**src/rtl/alu_arbiter_if.sv**
```systemverilog
// Request, ALU and response signals shared by the two-port ALU arbiter.
// The arbiter uses the slave modport; requesters, the ALU and the consumer use the master modport.
interface alu_arbiter_if #(
    parameter int WIDTH = 32,
    parameter int CTL_W = 4
);
    logic             req0_valid;
    logic             req0_ready;
    logic [CTL_W-1:0] req0_ctl;
    logic [WIDTH-1:0] req0_a;
    logic [WIDTH-1:0] req0_b;

    logic             req1_valid;
    logic             req1_ready;
    logic [CTL_W-1:0] req1_ctl;
    logic [WIDTH-1:0] req1_a;
    logic [WIDTH-1:0] req1_b;

    logic [CTL_W-1:0] alu_ctl;
    logic [WIDTH-1:0] alu_a;
    logic [WIDTH-1:0] alu_b;
    logic [WIDTH-1:0] alu_out;
    logic             alu_zero;

    logic             rsp_valid;
    logic             rsp_ready;
    logic             rsp_id;
    logic [WIDTH-1:0] rsp_data;
    logic             rsp_zero;

    modport slave (
        input  req0_valid, req0_ctl, req0_a, req0_b,
        input  req1_valid, req1_ctl, req1_a, req1_b,
        input  alu_out, alu_zero, rsp_ready,
        output req0_ready, req1_ready,
        output alu_ctl, alu_a, alu_b,
        output rsp_valid, rsp_id, rsp_data, rsp_zero
    );

    modport master (
        output req0_valid, req0_ctl, req0_a, req0_b,
        output req1_valid, req1_ctl, req1_a, req1_b,
        output alu_out, alu_zero, rsp_ready,
        input  req0_ready, req1_ready,
        input  alu_ctl, alu_a, alu_b,
        input  rsp_valid, rsp_id, rsp_data, rsp_zero
    );
endinterface

```
**src/rtl/alu_arbiter.sv**
```systemverilog
// Round-robin sharing of one combinational ALU between two valid/ready requesters.
// Each operation runs IDLE -> EXEC -> RESP and returns a tagged, held response.
module alu_arbiter #(
    parameter int WIDTH = 32,
    parameter int CTL_W = 4
) (
    input  logic        clk,
    input  logic        rst,
    alu_arbiter_if.slave bus
);
    typedef enum logic [1:0] {
        IDLE = 2'd0,
        EXEC = 2'd1,
        RESP = 2'd2
    } state_t;

    state_t           state;
    logic             last_grant;
    logic             grant;
    logic             grant_vld;
    logic [CTL_W-1:0] sel_ctl;
    logic [WIDTH-1:0] sel_a;
    logic [WIDTH-1:0] sel_b;

    // NOTE: every output of this block gets a default first, so no path leaves it unassigned (no latch).
    always_comb begin
        grant     = 1'b0;
        grant_vld = 1'b0;
        if (bus.req0_valid && bus.req1_valid) begin
            grant     = ~last_grant;
            grant_vld = 1'b1;
        end else if (bus.req0_valid) begin
            grant     = 1'b0;
            grant_vld = 1'b1;
        end else if (bus.req1_valid) begin
            grant     = 1'b1;
            grant_vld = 1'b1;
        end
    end

    always_comb begin
        sel_ctl = grant ? bus.req1_ctl : bus.req0_ctl;
        sel_a   = grant ? bus.req1_a   : bus.req0_a;
        sel_b   = grant ? bus.req1_b   : bus.req0_b;
    end

    // Ready only follows a valid, so in IDLE ready alone marks the accepting port.
    assign bus.req0_ready = (state == IDLE) && grant_vld && !grant;
    assign bus.req1_ready = (state == IDLE) && grant_vld &&  grant;

    // NOTE: sequential state uses non-blocking assignments so every register samples pre-edge values.
    always_ff @(posedge clk or posedge rst) begin
        if (rst) begin
            state         <= IDLE;
            last_grant    <= 1'b1;
            bus.alu_ctl   <= '0;
            bus.alu_a     <= '0;
            bus.alu_b     <= '0;
            bus.rsp_valid <= 1'b0;
            bus.rsp_id    <= 1'b0;
            bus.rsp_data  <= '0;
            bus.rsp_zero  <= 1'b0;
        end else begin
            case (state)
                IDLE: begin
                    if (grant_vld) begin
                        bus.alu_ctl <= sel_ctl;
                        bus.alu_a   <= sel_a;
                        bus.alu_b   <= sel_b;
                        last_grant  <= grant;
                        bus.rsp_id  <= grant;
                        state       <= EXEC;
                    end
                end
                EXEC: begin
                    bus.rsp_data  <= bus.alu_out;
                    bus.rsp_zero  <= bus.alu_zero;
                    bus.rsp_valid <= 1'b1;
                    state         <= RESP;
                end
                RESP: begin
                    if (bus.rsp_ready) begin
                        bus.rsp_valid <= 1'b0;
                        state         <= IDLE;
                    end
                end
                default: state <= IDLE;
            endcase
        end
    end
endmodule

```
**src/flat_wrapper.sv**
```systemverilog
// flat-port wrapper written by rule: the top's interface ports become plain ports
module alu_arbiter_flat 
#(
    parameter int WIDTH = 32,
    parameter int CTL_W = 4
)
  (clk, rst, bus_req0_valid, bus_req0_ctl, bus_req0_a, bus_req0_b, bus_req1_valid, bus_req1_ctl, bus_req1_a, bus_req1_b, bus_alu_out, bus_alu_zero, bus_rsp_ready, bus_req0_ready, bus_req1_ready, bus_alu_ctl, bus_alu_a, bus_alu_b, bus_rsp_valid, bus_rsp_id, bus_rsp_data, bus_rsp_zero);
  alu_arbiter_if #(.WIDTH(WIDTH), .CTL_W(CTL_W)) bus_i ();
  input  logic clk;
  input  logic rst;
  input wire logic [$bits(bus_i.req0_valid)-1:0] bus_req0_valid;
  input wire logic [$bits(bus_i.req0_ctl)-1:0] bus_req0_ctl;
  input wire logic [$bits(bus_i.req0_a)-1:0] bus_req0_a;
  input wire logic [$bits(bus_i.req0_b)-1:0] bus_req0_b;
  input wire logic [$bits(bus_i.req1_valid)-1:0] bus_req1_valid;
  input wire logic [$bits(bus_i.req1_ctl)-1:0] bus_req1_ctl;
  input wire logic [$bits(bus_i.req1_a)-1:0] bus_req1_a;
  input wire logic [$bits(bus_i.req1_b)-1:0] bus_req1_b;
  input wire logic [$bits(bus_i.alu_out)-1:0] bus_alu_out;
  input wire logic [$bits(bus_i.alu_zero)-1:0] bus_alu_zero;
  input wire logic [$bits(bus_i.rsp_ready)-1:0] bus_rsp_ready;
  output wire logic [$bits(bus_i.req0_ready)-1:0] bus_req0_ready;
  output wire logic [$bits(bus_i.req1_ready)-1:0] bus_req1_ready;
  output wire logic [$bits(bus_i.alu_ctl)-1:0] bus_alu_ctl;
  output wire logic [$bits(bus_i.alu_a)-1:0] bus_alu_a;
  output wire logic [$bits(bus_i.alu_b)-1:0] bus_alu_b;
  output wire logic [$bits(bus_i.rsp_valid)-1:0] bus_rsp_valid;
  output wire logic [$bits(bus_i.rsp_id)-1:0] bus_rsp_id;
  output wire logic [$bits(bus_i.rsp_data)-1:0] bus_rsp_data;
  output wire logic [$bits(bus_i.rsp_zero)-1:0] bus_rsp_zero;
  assign bus_i.req0_valid = bus_req0_valid;
  assign bus_i.req0_ctl = bus_req0_ctl;
  assign bus_i.req0_a = bus_req0_a;
  assign bus_i.req0_b = bus_req0_b;
  assign bus_i.req1_valid = bus_req1_valid;
  assign bus_i.req1_ctl = bus_req1_ctl;
  assign bus_i.req1_a = bus_req1_a;
  assign bus_i.req1_b = bus_req1_b;
  assign bus_i.alu_out = bus_alu_out;
  assign bus_i.alu_zero = bus_alu_zero;
  assign bus_i.rsp_ready = bus_rsp_ready;
  assign bus_req0_ready = bus_i.req0_ready;
  assign bus_req1_ready = bus_i.req1_ready;
  assign bus_alu_ctl = bus_i.alu_ctl;
  assign bus_alu_a = bus_i.alu_a;
  assign bus_alu_b = bus_i.alu_b;
  assign bus_rsp_valid = bus_i.rsp_valid;
  assign bus_rsp_id = bus_i.rsp_id;
  assign bus_rsp_data = bus_i.rsp_data;
  assign bus_rsp_zero = bus_i.rsp_zero;
  alu_arbiter #(.WIDTH(WIDTH), .CTL_W(CTL_W)) u_core (.clk(clk), .rst(rst), .bus(bus_i));
endmodule
```
**config.mk**
```make
export PLATFORM = sky130hd
export DESIGN_NAME = alu_arbiter_flat
export DESIGN_NICKNAME = d
export VERILOG_FILES = /design/src/rtl/alu_arbiter_if.sv /design/src/rtl/alu_arbiter.sv /design/src/flat_wrapper.sv
export SDC_FILE = /design/constraint.sdc
export NUM_CORES = 1
export LEC_CHECK = 0
export BUFFER_PORTS_ARGS = -buffer_cell sky130_fd_sc_hd__buf_2
export CORE_UTILIZATION = 39
export CTS_CLUSTER_DIAMETER = 30
export DETAILED_ROUTE_END_ITERATION = 6
export PLACE_DENSITY = 0.88
export SYNTH_ARGS = -nofsm -noshare
export SYNTH_HDL_FRONTEND = slang
export SYNTH_SLANG_ARGS = --single-unit
```
**constraint.sdc**
```tcl
create_clock -name clk -period 3.2 [get_ports clk]
set_input_delay 0.64 -clock clk [delete_from_list [all_inputs] [get_ports clk]]
set_output_delay 0.64 -clock clk [all_outputs]
set_load 0.005 [all_outputs]
```
==> impl_metrics.csv <==
group,metric,value,unit
min_path,holdPathEnd,"u_core.bus.rsp_data[0]",
clock_tree,cts_setup_buffers,0,
timing,drv_slew,0,
timing,slew_headroom,49.67,%
synth,ys_seq_elements,106,
floorplan,io_pins,279,
timing,finalClockSkew,0.006295,ns
clock_tree,cts_buffers,9,
routing,finalWirelength,13150,µm
setup_path,r2r-start,"u_core.last_grant",
pwr,p_leak,3.335,nW
routing,drtAntennaViolNets,0,
synth,synth_compound_area_share,16.70,%
synth,yosysWarnings,0,
timing,hold_viol_final,0,
layout,final_layout_size_suffix_gt1_share,48.90,%
clock_tree,cts_buffer_depth,2,
synth,synth_fa_ha_area_share,0,%
setup_path,cp.required,2.56,ns
global_routing,grt.met2_usage,35.71,%
synth,synth_cells,366,
pwr,vdd_drop_max,0.4215,mV
min_path,min_from,"u_core.bus.rsp_data[0]",
timing,post-route-worst-setup-slack,0.7434,ns
min_path,hold_depth,1,
floorplan,initial_core_util,40.76,%
floorplan,coreArea,11030,µm²
clock_tree,htreeDepth,3,
global_routing,antenna_found_initial,1,
routing,vias,4113,
pwr,finalPower,5.960,mW
timing,whs,0.4855,ns
timing,setup_viol,0,
setup_path,cp-end-kind,"output pin",
timing,worst_pin_slew,0.7531,ns
layout,area_delta_synth_final,39.02,%
placement,dp.cells,758,
synth,synth_mux_area_share,8.266,%
synth,synth_nets,540,
routing,drt_pass1_iterations,4,
clock_tree,clk_pin_slew_worst_paths,0.07,ns
routing,drcViolationCount,0,
synth,netlist.area_leader.share,58.45,%
setup_path,worstSetupPathType,"flop to output pin",
floorplan,dieHeight,109.4,µm
floorplan,die_area,11960,µm²
clock_tree,cts_resized,0,
layout,design_area,6250,µm²
timing,max_freq,0.4071,GHz
synth,synthSimpleGateAreaFrac,11.13,%
setup_path,worstPathMaxFanout,21,
synth,yosysTopAreaCell,"dfrtp_1",
run,drv_cap,0,
global_routing,grt_max_degree,55,
synth,synth_xor_area_share,0,%
synth,ys_seq_area_share,59.03,%
layout,fin_util,56.66,%
placement,hpwl,9834,µm
synth,synth_top_family_by_area,"compound AO/OA/AOI/OAI gates",
global_routing,grt_usage,21.42,%
setup_path,rrSetupSlack,1.09,ns
placement,dp_slack,0.8588,ns
global_routing,grt_first_pass_wirelength,19420,µm
global_routing,grt_util_met1,27.31,%
setup_path,reg2regPathDepth,4,
layout,antenna_cells,0,
routing,wl_per_cell,16.99,µm
setup_path,crit_path_cell_trace,"a21bo_2, and3_2, buf_2",
clock_tree,cts_root_buf,"clkbuf_16",
timing,final.min_clock_period,2.457,ns
placement,place_area,5957,µm²
routing,drt_iter0_drc,282,
layout,fin_cells,774,
global_routing,grt_most_used_layer,"met2",
routing,via_per_inst,5.314,
clock_tree,cts.sinks,106,
floorplan,fp.dieW,109.4,µm
timing,grt_setup_unrepaired,"false",
setup_path,timing.rr.end,"u_core.bus.alu_a[17]",
min_path,hold_path.class,"flop to flop",
placement,gp_congestion,0.7871,
clock_tree,cts_tree,"done",
setup_path,slowest_stage,"dfstp_2",
clock_tree,clock_latency,0.34,ns
placement,io_buffers,278,
global_routing,grt_pass1_vias,3873,
timing,setup_tns,0,ns
floorplan,fp-row-count,38,
setup_path,startpoint_type,"flop",
synth,yosys-top-cells-area,"dfrtp_1 58%, a221o_1 11%, mux2_1 8.3%, and3_1 7.0%, nand2_1 3.3%",
clock_tree,postCtsHoldBufs,0,
synth,syn_area,4496,µm²
synth,synth_cell_types,21,
setup_path,cp.arrival,1.82,ns
timing,period_share,76.77,%
global_routing,grt_util_met3,4.801,%
pwr,p_per_area,953.7,nW/µm²
setup_path,slowest_delay,0.57,ns
status,status,"finished clean",
synth,avgSynthCellArea,12.28,µm²
global_routing,grt-ovfl-total,0,
layout,num-nets-final,803,
==> worst max-delay path: cells and delay by family, from the launching register on <==
kind / cells / cell delay (ns)
and+or+nand+nor: 1 / 0.36
DFF: 1 / 0.57
buffers and inverters: 1 / 0.15
AOI/OAI and AO/OA: 1 / 0.40
==> synthesized netlist by cell type <==
cell type	number
a21o_1	2
clkbuf_1	13
a21boi_2	1
nor2_2	1
nor2b_1	1
and3_1	50
nor3_1	1
buf_6	7
buf_4	2
or2_1	2
mux2_1	33
dfrtp_1	105
dfstp_2	1
a221o_1	49
a31oi_1	19
buf_2	13
nor3b_1	1
nand2_1	40
inv_1	3
a21oi_1	21
a21bo_2	1
==> cell type report <==
| type | instances | area (µm²) |
|---|---|---|
| tap | 140 | 175.2 |
| clock inverter | 3 | 22.52 |
| multi-input combinational | 222 | 1642 |
| clock buffer | 13 | 270.3 |
| fill | 935 | 4781 |
| sequential | 106 | 2654 |
| inverter | 3 | 15.01 |
| timing repair buffer | 287 | 1471 |
==> cell families after synthesis <==
family,count (synthesis)
and+or+nand+nor,96
buffers and inverters,38
AOI/OAI and AO/OA,93
muxes,33
DFF,106
==> routing by layer <==
metal  wire [µm]  part of all wire, %  vias to the layer above
li1            -                    -                     1897
met1        5192                   39                     1992
met2        6717                   51                      202
met3         985                  7.5                       22
met4         257                  2.0                        0
met5           0                    0                        -
==> power by group <==
part           switching, mW  leakage [nW]  internal (mW)
Sequential             0.406          1.25           2.04
Clock                  0.472         0.146          0.594
Combinational           1.21          1.94           1.25
==> state kept, by name, indices dropped and copies added (netlist names) <==
| register | count |
|---|---|
| u_core.bus.rsp_data | 32 |
| u_core.last_grant | 1 |
| u_core.bus.alu_ctl | 4 |
| u_core.bus.rsp_zero | 1 |
| u_core.bus.rsp_id | 1 |
| u_core.bus.alu_a | 32 |
| u_core.bus.alu_b | 32 |
| u_core.bus.rsp_valid | 1 |
| u_core.state | 2 |
==> cell usage in the layout, fill, tap and decap left out, types with 2 or more instances in the layout <==
cell type  count
clkinv_4       2
mux2_1        33
nand2_1       39
a21oi_1       21
dfrtp_1      105
clkbuf_16      9
and3_1        49
buf_2        278
a21o_1         2
clkbuf_8       3
inv_1          2
or2_1          2
a31oi_1       19
a221o_1       49
buf_4          8
==> worst max path at each step <==
stage	from	to	slack, ns	depth (start not counted)
5_1_grt	u_core.last_grant	bus_req0_ready	0.63	3
4_1_cts	u_core.last_grant	bus_req0_ready	0.74	3
3_3_place_gp	bus_req1_valid	bus_req0_ready	0.91	4
3_5_place_dp	bus_req1_valid	u_core.bus.alu_a[25]	0.86	5
6_report	u_core.last_grant	bus_req0_ready	0.74	3
2_1_floorplan	bus_req1_valid	bus_req1_ready	1.24	3
Power figures use the tool's default switching activity.
